--- src/rtl/cpp_mul_8x8_if.sv ---
// Operand/product bundle for the 8x8 unsigned array multiplier.
// The master drives operands and observes the registered product;
// the slave (the multiplier) does the reverse.
interface cpp_mul_8x8_if;
    logic [7:0]  mcand;
    logic [7:0]  mplr;
    logic        in_valid;
    logic [15:0] prod;
    logic        out_valid;

    modport master (
        output mcand,
        output mplr,
        output in_valid,
        input  prod,
        input  out_valid
    );

    modport slave (
        input  mcand,
        input  mplr,
        input  in_valid,
        output prod,
        output out_valid
    );
endinterface

--- src/rtl/cpp_mul_8x8.sv ---
// 8x8 unsigned carry-propagate array multiplier with a registered 16-bit
// product and one cycle of latency. The core is built from explicit
// half-adder and full-adder cells arranged in rows; each row ripples its
// carry along the row and hands its carry-out to the next row.
module cpp_mul_8x8 (
    input  logic                clk,
    input  logic                rst,
    cpp_mul_8x8_if.slave        bus
);

    // Partial products: pp_s[i][j] = mcand[j] & mplr[i]
    logic [7:0][7:0] pp_s;
    // Row sums; sum_s[i][0] is the settled product bit i
    logic [7:0][7:0] sum_s;
    // Per-cell carry-outs for rows 1..7; carry_s[i][7] is the row carry-out
    logic [7:1][7:0] carry_s;
    logic [15:0]     prod_d;
    logic [15:0]     prod_q;
    logic            out_valid_d;
    logic            out_valid_q;

    genvar gi, gj;

    // AND-gate partial product matrix
    generate
        for (gi = 0; gi < 8; gi++) begin : g_pp_row
            for (gj = 0; gj < 8; gj++) begin : g_pp_col
                assign pp_s[gi][gj] = bus.mcand[gj] & bus.mplr[gi];
            end
        end
    endgenerate

    // Row 0 is the bare first partial product
    assign sum_s[0] = pp_s[0];

    // Rows 1..7: add pp[i] to the running sum shifted down one place.
    // The addend from the previous row is its sum bits 7:1 with its
    // carry-out on top (row 0 has no carry-out, so a zero fills that slot).
    generate
        for (gi = 1; gi < 8; gi++) begin : g_row
            logic [7:0] addend_s;

            if (gi == 1) begin : g_first
                assign addend_s = {1'b0, sum_s[0][7:1]};
            end else begin : g_rest
                assign addend_s = {carry_s[gi-1][7], sum_s[gi-1][7:1]};
            end

            // Half adder at the LSB of the row
            assign sum_s[gi][0]   = pp_s[gi][0] ^ addend_s[0];
            assign carry_s[gi][0] = pp_s[gi][0] & addend_s[0];

            // Ripple chain of full adders for the remaining columns
            for (gj = 1; gj < 8; gj++) begin : g_fa
                logic axb_s;
                assign axb_s           = pp_s[gi][gj] ^ addend_s[gj];
                assign sum_s[gi][gj]   = axb_s ^ carry_s[gi][gj-1];
                assign carry_s[gi][gj] = (pp_s[gi][gj] & addend_s[gj]) |
                                         (axb_s & carry_s[gi][gj-1]);
            end
        end
    endgenerate

    // Gather the product: one settled LSB per row, then the final row's
    // upper sum bits, then its ripple carry-out as the MSB.
    always_comb begin
        prod_d = 16'h0000;
        for (int k = 0; k < 8; k++) begin
            prod_d[k] = sum_s[k][0];
        end
        prod_d[14:8] = sum_s[7][7:1];
        prod_d[15]   = carry_s[7][7];
    end

    assign out_valid_d = bus.in_valid;

    // Output register: product updates every edge, valid tracks in_valid
    always_ff @(posedge clk) begin
        if (rst) begin
            prod_q      <= 16'h0000;
            out_valid_q <= 1'b0;
        end else begin
            prod_q      <= prod_d;
            out_valid_q <= out_valid_d;
        end
    end

    assign bus.prod      = prod_q;
    assign bus.out_valid = out_valid_q;

endmodule

--- src/flat_wrapper.sv ---
// flat-port wrapper written by rule: the top's interface ports become plain ports
module cpp_mul_8x8_flat 
  (clk, rst, bus_mcand, bus_mplr, bus_in_valid, bus_prod, bus_out_valid);
  cpp_mul_8x8_if bus_i ();
  input  logic clk;
  input  logic rst;
  input wire logic [$bits(bus_i.mcand)-1:0] bus_mcand;
  input wire logic [$bits(bus_i.mplr)-1:0] bus_mplr;
  input wire logic [$bits(bus_i.in_valid)-1:0] bus_in_valid;
  output wire logic [$bits(bus_i.prod)-1:0] bus_prod;
  output wire logic [$bits(bus_i.out_valid)-1:0] bus_out_valid;
  assign bus_i.mcand = bus_mcand;
  assign bus_i.mplr = bus_mplr;
  assign bus_i.in_valid = bus_in_valid;
  assign bus_prod = bus_i.prod;
  assign bus_out_valid = bus_i.out_valid;
  cpp_mul_8x8 u_core (.clk(clk), .rst(rst), .bus(bus_i));
endmodule
--- config.mk ---
export PLATFORM = sky130hd
export DESIGN_NAME = cpp_mul_8x8_flat
export DESIGN_NICKNAME = d
export VERILOG_FILES = /design/src/rtl/cpp_mul_8x8_if.sv /design/src/rtl/cpp_mul_8x8.sv /design/src/flat_wrapper.sv
export SDC_FILE = /design/constraint.sdc
export NUM_CORES = 1
export LEC_CHECK = 0
export BUFFER_PORTS_ARGS = -buffer_cell sky130_fd_sc_hd__buf_2
export CORE_MARGIN = 2
export CORE_UTILIZATION = 50
export DETAILED_ROUTE_END_ITERATION = 8
export GPL_TIMING_DRIVEN = 1
export PLACE_DENSITY = 0.73
export SYNTH_ARGS = -nofsm -noshare
export SYNTH_HDL_FRONTEND = slang
export SYNTH_SLANG_ARGS = --single-unit
--- constraint.sdc ---
create_clock -name clk -period 14.1 [get_ports clk]
set_input_delay 2.82 -clock clk [delete_from_list [all_inputs] [get_ports clk]]
set_output_delay 2.82 -clock clk [all_outputs]
set_load 0.1 [all_outputs]
After elaboration in Yosys (flattened, before gate mapping)
Index checks and enable logic that the tools add are counted.
{ "word_totals": {"ff_bits": 17, "input_bits": 19, "out_inout_bits": 17, "wordCells": 322} }
{ "op_classes": {"bitwise_logic": 320} }
{ "op_table": {"columns": ["op", "count"], "rows": [
  ["$and A1 B1 Y1", 168],
  ["$xor A1 B1 Y1", 104],
  ["$or A1 B1 Y1", 48]
]} }

Logic depth before layout (Yosys ltp)
Gate-level depths: netlist of the first run.
{ "depth": {"word_depth": 40, "ltp_mapped": 36, "mapped_depth_nobuf": 36} }

Worst setup path after synthesis of the first run
Ideal clock, no wire load.
{ "synth_path": {"path_type": "input-to-reg", "startpoint": "in bus_mcand[0]", "endpoint": "reg u_core.prod_q[14], in the netlist u_core.bus.prod[14]", "setup_time_ps": 114, "arrival_ps": 11135, "required_time_ps": 13986, "setup_slack_ps": 2851, "path_stages": 26, "path_buffers": 0, "cell_sequence": "and2_1 -> ha_1 -> inv_1 -> fa_1 -> fa_1 -> fa_1 -> fa_1 -> fa_1 -> fa_1 -> fa_1 -> fa_1 -> inv_1 -> fa_1 -> inv_1 -> fa_1 -> fa_1 -> fa_1 -> fa_1 -> fa_1 -> fa_1 -> fa_1 -> fa_1 -> fa_1 -> inv_1 -> fa_1 -> nor2b_1"} }
{ "synth_via": {"elab_chain_len": 39, "elab_cells_between_ends": 235, "classes_between": "bitwise (235)"} }
{ "synth_rtl": {"columns": ["item", "line", "source"], "rows": [
  ["start, declared", "flat_wrapper.sv:7", "input wire logic [$bits(bus_i.mcand)-1:0] bus_mcand;"],
  ["$and A1 B1 Y1", "cpp_mul_8x8.sv:28", "assign pp_s[gi][gj] = bus.mcand[gj] & bus.mplr[gi];"],
  ["$and A1 B1 Y1", "cpp_mul_8x8.sv:51", "assign carry_s[gi][0] = pp_s[gi][0] & addend_s[0];"],
  ["$and A1 B1 Y1", "cpp_mul_8x8.sv:59", "(axb_s & carry_s[gi][gj-1]);"],
  ["$or A1 B1 Y1", "cpp_mul_8x8.sv:58", "assign carry_s[gi][gj] = (pp_s[gi][gj] & addend_s[gj]) |"],
  ["$and A1 B1 Y1 / $xor A1 B1 Y1 (equally long branches)", "cpp_mul_8x8.sv:59, cpp_mul_8x8.sv:57", null],
  ["$or A1 B1 Y1 / $xor A1 B1 Y1 (equally long branches)", "cpp_mul_8x8.sv:58, cpp_mul_8x8.sv:56", null],
  ["$and A1 B1 Y1 / $xor A1 B1 Y1 (equally long branches)", "cpp_mul_8x8.sv:59, cpp_mul_8x8.sv:57", null],
  ["$or A1 B1 Y1 / $xor A1 B1 Y1 (equally long branches)", "cpp_mul_8x8.sv:58, cpp_mul_8x8.sv:56", null],
  ["(+24 left out)", null, null],
  ["$and A1 B1 Y1 / $xor A1 B1 Y1 (equally long branches)", "cpp_mul_8x8.sv:59, cpp_mul_8x8.sv:57", null],
  ["$or A1 B1 Y1 / $xor A1 B1 Y1 (equally long branches)", "cpp_mul_8x8.sv:58, cpp_mul_8x8.sv:56", null],
  ["$xor A1 B1 Y1 / $and A1 B1 Y1 (equally long branches)", "cpp_mul_8x8.sv:57, cpp_mul_8x8.sv:59", null],
  ["$xor A1 B1 Y1 / $or A1 B1 Y1 (equally long branches)", "cpp_mul_8x8.sv:56, cpp_mul_8x8.sv:58", null],
  ["$and A1 B1 Y1", "cpp_mul_8x8.sv:59", null],
  ["$or A1 B1 Y1", "cpp_mul_8x8.sv:58", null],
  ["$xor A1 B1 Y1 *", "cpp_mul_8x8.sv:57", "assign sum_s[gi][gj] = axb_s ^ carry_s[gi][gj-1];"],
  ["via u_core.prod_d[14]", "cpp_mul_8x8.sv:17", "logic [15:0] prod_d;"],
  ["end signal, assigned", "cpp_mul_8x8.sv:83", "prod_q <= prod_d;"],
  ["end, declared", "cpp_mul_8x8.sv:18", "logic [15:0] prod_q;"]
]} }
The timed path passes the listed nets; every way through them passes the cells marked *.
A chain may end at the register's enable or synchronous reset.

Worst setup path after layout of the first run
{ "layout_path": {"startpoint": "in bus_mplr[1]", "endpoint": "reg u_core.prod_q[14], in the netlist u_core.bus.prod[14]"} }
{ "layout_via": {"elab_chain_len": 39, "elab_cells_between_ends": 248, "classes_between": "bitwise (248)"} }
{ "layout_rtl": {"columns": ["item", "line", "source"], "rows": [
  ["start, declared", "flat_wrapper.sv:8", "input wire logic [$bits(bus_i.mplr)-1:0] bus_mplr;"],
  ["$and A1 B1 Y1", "cpp_mul_8x8.sv:28", null],
  ["$xor A1 B1 Y1 / $and A1 B1 Y1 (equally long branches)", "cpp_mul_8x8.sv:56, cpp_mul_8x8.sv:51", null],
  ["$and A1 B1 Y1", "cpp_mul_8x8.sv:59", null],
  ["$or A1 B1 Y1", "cpp_mul_8x8.sv:58", null],
  ["$and A1 B1 Y1 / $xor A1 B1 Y1 (equally long branches)", "cpp_mul_8x8.sv:59, cpp_mul_8x8.sv:57", null],
  ["$or A1 B1 Y1 / $xor A1 B1 Y1 (equally long branches)", "cpp_mul_8x8.sv:58, cpp_mul_8x8.sv:56", null],
  ["$and A1 B1 Y1 / $xor A1 B1 Y1 (equally long branches)", "cpp_mul_8x8.sv:59, cpp_mul_8x8.sv:57", null],
  ["$or A1 B1 Y1 / $xor A1 B1 Y1 (equally long branches)", "cpp_mul_8x8.sv:58, cpp_mul_8x8.sv:56", null],
  ["(+24 left out)", null, null],
  ["$and A1 B1 Y1 / $xor A1 B1 Y1 (equally long branches)", "cpp_mul_8x8.sv:59, cpp_mul_8x8.sv:57", null],
  ["$or A1 B1 Y1 / $xor A1 B1 Y1 (equally long branches)", "cpp_mul_8x8.sv:58, cpp_mul_8x8.sv:56", null],
  ["$xor A1 B1 Y1 / $and A1 B1 Y1 (equally long branches)", "cpp_mul_8x8.sv:57, cpp_mul_8x8.sv:59", null],
  ["$xor A1 B1 Y1 / $or A1 B1 Y1 (equally long branches)", "cpp_mul_8x8.sv:56, cpp_mul_8x8.sv:58", null],
  ["$and A1 B1 Y1", "cpp_mul_8x8.sv:59", null],
  ["$or A1 B1 Y1", "cpp_mul_8x8.sv:58", null],
  ["$xor A1 B1 Y1 *", "cpp_mul_8x8.sv:57", null],
  ["via u_core.prod_d[14]", "cpp_mul_8x8.sv:17", null]
]} }
Marks and branches as above.

==> results.json, run 1 <==
{
  "drt_iter0_drc": 19,
  "drive_gt1_share_pct": 21.6,
  "crit_arrival_ps": 11540,
  "fin_crit_sh_pct": 80.9,
  "cts-root-buf": "clkbuf_8",
  "cts-buffers-inserted": 3,
  "clk_pin_slew_ps": 70,
  "maxSlewHeadroom_pct": 67.8,
  "yosysUniqueCellTypes": 12,
  "hold_violations": 0,
  "synthCells": 180,
  "crit_fanout": 8,
  "crit_type": "in2reg",
  "max_freq_mhz": 87.7,
  "wirelength_um": 2680,
  "die_area_um2": 4320,
  "crit_start": "bus_mplr[1]",
  "via_per_inst": 4.75,
  "setup_viol": 0,
  "post-cts-setup-buffers": 0,
  "final_util_pct": 58.8,
  "grtUsageTotal_pct": 14.9,
  "place.gp.congestion": 0.755,
  "seq_area_frac_synth_pct": 17.9,
  "post_dp_cell_area_um2": 2100,
  "fill_cells": 336,
  "detailed_place_hpwl_um": 2600,
  "syn-num-nets": 255,
  "h-tree-depth": 1,
  "nets": 289,
  "critPathMaxStageDelay_ps": 530,
  "yosysMostFrequentCell": "fa_1",
  "leakagePower_nw": 0.965,
  "dp_cells": 257,
  "tns_ps": 0,
  "synth_edf_count": 0,
  "antenna_found_initial": 0,
  "core_area_um2": 3660,
  "num_rows": 22,
  "cts_hold_buf": 0,
  "clock-sinks": 17,
  "overflow": 0,
  "critical_path.endpoint": "u_core.bus.prod[14]",
  "ios": 36,
  "tritoncts": "done",
  "slowest_stage": "fa_1",
  "crit_family": "adder cells",
  "remaining_drc_errors": 0,
  "synth_top_area_share_pct": 50.4,
  "areaGrowthSynthToFinish_pct": 13.0,
  "syn_area_per_cell_um2": 10.6,
  "synth_seq_cells": 17,
  "postLayoutCellArea_um2": 2150,
  "first_pass_iters": 3,
  "die_x_um": 65.7,
  "die_h_um": 65.7,
  "ys_top_cells_by_area": "fa_1 50%, dfxtp_1 18%, nand2_1 9.3%",
  "cp.depth": 27,
  "status": "completed",
  "drv_cap": 0,
  "ant_nets": 0,
  "cp.required_ps": 14240,
  "diodes": 0,
  "ys_warn_count": 0,
  "cp-end-kind": "flip-flop",
  "cts_resized": 0,
  "netlist_top_cells_count": "48 x fa_1, 47 x nand2_1, 21 x inv_1",
  "final_cells": 261,
  "path_buf_inv": 5,
  "async_reset_ff_share_pct": 0,
  "syn_area_um2": 1910,
  "grt_max_degree": 18,
  "grt_setup_unrepaired": "no",
  "grt_first_pass_wirelength_um": 4930,
  "cpMostUsedCell": "fa_1",
  "synthFlopType": "dfxtp_1",
  "routed-via-count": 1241,
  "synth_largest_area_cell": "fa_1",
  "drv_slew": 0,
  "min_path_type": "in2reg",
  "initial_core_util_pct": 52.1,
  "wl_per_cell_um": 10.2,
  "start_kind": "primary input",
  "cts.path.max_buffers": 2,
  "ir_drop_uv": 127,
  "fin_crit_ps": 11400,
  "p_per_area_nw_per_um2": 215,
  "io_buffers": 35,
  "max_slew.worst_pin.slew_ps": 486,
  "grt_pass1_vias": 1216
}
## layout make-up
type	instances	area [um^2]	share of cell area, %
tap	48	60.1	2.79
clock inverter	1	7.51	0.349
sequential	17	340	15.8
inverter	21	78.8	3.66
clock buffer	3	41.3	1.92
multi-input combinational	136	1450	67.3
timing repair buffer	35	175	8.13
## layer usage
| layer | routed length, um | vias up | track usage [%] |
|---|---|---|---|
| li1 | - | 587 | - |
| met1 | 1070 | 628 | 17.5 |
| met2 | 1470 | 24 | 27.9 |
| met3 | 114 | 2 | 2.23 |
| met4 | 22 | 0 | 4.69 |
| met5 | 0 | - | 0 |
## kinds of logic (layout without fill, tap and decap cells)
| group | count (synthesis) | after routing | synth area share [%] |
|---|---|---|---|
| fa+ha+maj | 56 | 56 | 55.7 |
| buf+inv | 27 | 60 | 6.04 |
| simple gates | 80 | 80 | 20.4 |
| flops | 17 | 17 | 17.9 |
## power breakdown
part	leakage (nW)	switching [W]	internal [W]
Sequential	0.141	0.00000270	0.0000649
Combinational	0.802	0.000230	0.000131
Clock	0.0217	0.0000161	0.0000199
Total	0.965	0.000249	0.000215
## placed cells by master, fill, tap and decap left out
master / count
nor2b_1: 5
and2_1: 16
nor2_1: 5
clkinvlp_4: 1
nand2_1: 47
and3b_2: 1
inv_1: 21
ha_1: 8
buf_2: 35
and2b_2: 6
fa_1: 48
dfxtp_1: 17
clkbuf_8: 3
## per-stage QoR
stage | power (W) | hold slack [ps] | setup WS [ps]
floorplan | 0.000379 | 2950 | 2850
global placement | 0.000432 | 3030 | 2490
detailed placement | 0.000444 | 3040 | 2330
CTS | 0.000481 | 2770 | 2600
global route | 0.000531 | 2800 | 2290
finish | 0.000464 | 2780 | 2700
## worst min-delay path by stage
stage                            start              endpoint  cells past startpoint
after floorplan           bus_in_valid  u_core.bus.out_valid                      1
after global placement    bus_in_valid  u_core.bus.out_valid                      2
after detailed placement  bus_in_valid  u_core.bus.out_valid                      2
after CTS                 bus_in_valid  u_core.bus.out_valid                      2
after global routing      bus_in_valid  u_core.bus.out_valid                      2
final                     bus_in_valid  u_core.bus.out_valid                      2
## state kept, by name, summed over array words and instances (netlist names)
name                  count
u_core.bus.out_valid      1
u_core.bus.prod          16
No activity file was read; power rests on OpenSTA's default activity.
==> run 2: changes to the inputs <==
clock period = 11.2 ns   (was 14.1 ns; I/O delays follow)
==> run 2 against run 1 <==
Worst hold slack got worse by 580 ps. Total power is 27% higher. Sequential cell count is the same. Sequential power is 26% higher. Critical path type unchanged.
==> results.json, run 2 (synthesized netlist as in run 1, its figures left out) <==
{
  "status": "completed",
  "core_area_um2": 3660,
  "detailed_place_hpwl_um": 2580,
  "h-tree-depth": 1,
  "cp-end-kind": "flip-flop",
  "final_common_cell": "nand2_1",
  "fin_crit_sh_pct": 97.2,
  "total_power_w": 0.000590,
  "cts.path.max_buffers": 2,
  "largest_reg_flops": 16,
  "wirelength_um": 2810,
  "die_x_um": 65.7,
  "dp_slack_ps": -46.8,
  "place.gp.congestion": 0.735,
  "fin_crit_ps": 10890,
  "via_per_inst": 4.66,
  "holdCritStartpoint": "bus_in_valid",
  "io_buffers": 35,
  "die_h_um": 65.7,
  "dp_cells": 259,
  "max_slew.worst_pin.slew_ps": 486,
  "hold_end": "u_core.bus.out_valid",
  "grt_max_degree": 18,
  "cp.required_ps": 11340,
  "post-cts-setup-buffers": 0,
  "max_freq_mhz": 91.9,
  "final_cells": 263,
  "ir_drop_uv": 163,
  "critPathMaxStageDelay_ps": 530,
  "areaGrowthSynthToFinish_pct": 14.1,
  "grtUsageTotal_pct": 15.7,
  "min_path_type": "in2reg",
  "final_util_pct": 59.4,
  "clk_pin_slew_ps": 70,
  "holdPathStages": 2,
  "drv_slew": 0,
  "initial_core_util_pct": 52.1,
  "remaining_drc_errors": 0,
  "start_kind": "primary input",
  "ant_nets": 0,
  "setup_viol": 0,
  "crit_arrival_ps": 11020,
  "routed-via-count": 1226,
  "wl_per_cell_um": 10.7,
  "leakagePower_nw": 0.974,
  "fin_ws_ps": 313,
  "die_area_um2": 4320,
  "cts-buffers-inserted": 3,
  "hold_violations": 0,
  "crit_type": "in2reg",
  "tritoncts": "done",
  "cpMostUsedCell": "fa_1",
  "diodes": 0,
  "overflow": 0,
  "maxSlewHeadroom_pct": 67.8,
  "clock-sinks": 17,
  "drive_gt1_share_pct": 23.3,
  "grt_first_pass_wirelength_um": 5180,
  "tns_ps": 0,
  "antenna_found_initial": 0,
  "first_pass_iters": 4,
  "num_rows": 22,
  "p_per_area_nw_per_um2": 272,
  "crit_fanout": 8,
  "cts-root-buf": "clkbuf_8",
  "grt_setup_unrepaired": "no",
  "drt_iter0_drc": 52,
  "nets": 291,
  "final_cell_mix": "47 x nand2_1, 46 x fa_1, 35 x buf_2, 21 x inv_1, 17 x dfxtp_1",
  "slowest_stage": "fa_1",
  "grt_pass1_vias": 1313,
  "fill_cells": 322,
  "ios": 36,
  "drv_cap": 0
}
## run 2: power by group
group / switching, W / internal, W
combinational: 0.000292 / 0.000168
clock: 0.0000204 / 0.0000250
sequential: 0.00000321 / 0.0000816
total: 0.000316 / 0.000274
## run 2: metrics by stage
| stage | cell area, um^2 | hold slack [ps] |
|---|---|---|
| 2_1_floorplan | 1910 | 2370 |
| 3_3_place_gp | 2120 | 2450 |
| 3_5_place_dp | 2120 | 2460 |
| 4_1_cts | 2170 | 2190 |
| 5_1_grt | 2170 | 2220 |
| 6_report | 2170 | 2200 |
## run 2: worst max-delay path: cells and delay by family
family / cells / cell delay [ps]
buf+inv: 3 / 270
fa+ha+maj: 20 / 8230
simple gates: 2 / 280
## run 2: final cells by class
| cell class | instances | area [um^2] | share of cell area (%) |
|---|---|---|---|
| Clock buffer | 3 | 41.3 | 1.90 |
| Sequential cell | 17 | 340 | 15.7 |
| Multi-Input combinational cell | 136 | 1460 | 67.0 |
| Timing Repair Buffer | 37 | 190 | 8.75 |
| Inverter | 21 | 78.8 | 3.63 |
| Tap cell | 48 | 60.1 | 2.76 |
| Clock inverter | 1 | 7.51 | 0.345 |
## run 2: routing by layer
metal / global-route usage, % / wire length (um)
met5: 0 / 0
met4: 6.25 / 32
met3: 1.54 / 110
met2: 28.7 / 1480
met1: 19.0 / 1180
## run 2: how the worst max path moves through the flow
| stage | cells after the start | startpoint | endpoint | slack [ps] |
|---|---|---|---|---|
| after floorplan | 26 | bus_mcand[0] | u_core.bus.prod[14] | 530 |
| after global placement | 25 | bus_mcand[1] | u_core.bus.prod[14] | 150 |
| after detailed placement | 25 | bus_mplr[1] | u_core.bus.prod[14] | -50 |
| after CTS | 25 | bus_mcand[1] | u_core.bus.prod[14] | 210 |
| after global routing | 25 | bus_mplr[1] | u_core.bus.prod[14] | 10 |
| final | 25 | bus_mplr[1] | u_core.bus.prod[14] | 310 |
## run 2: timing repair
action                                  4_1_cts  5_1_grt
resized for setup                             0        2
endpoints found under the setup margin        0        1
hold buffers                                  0        0
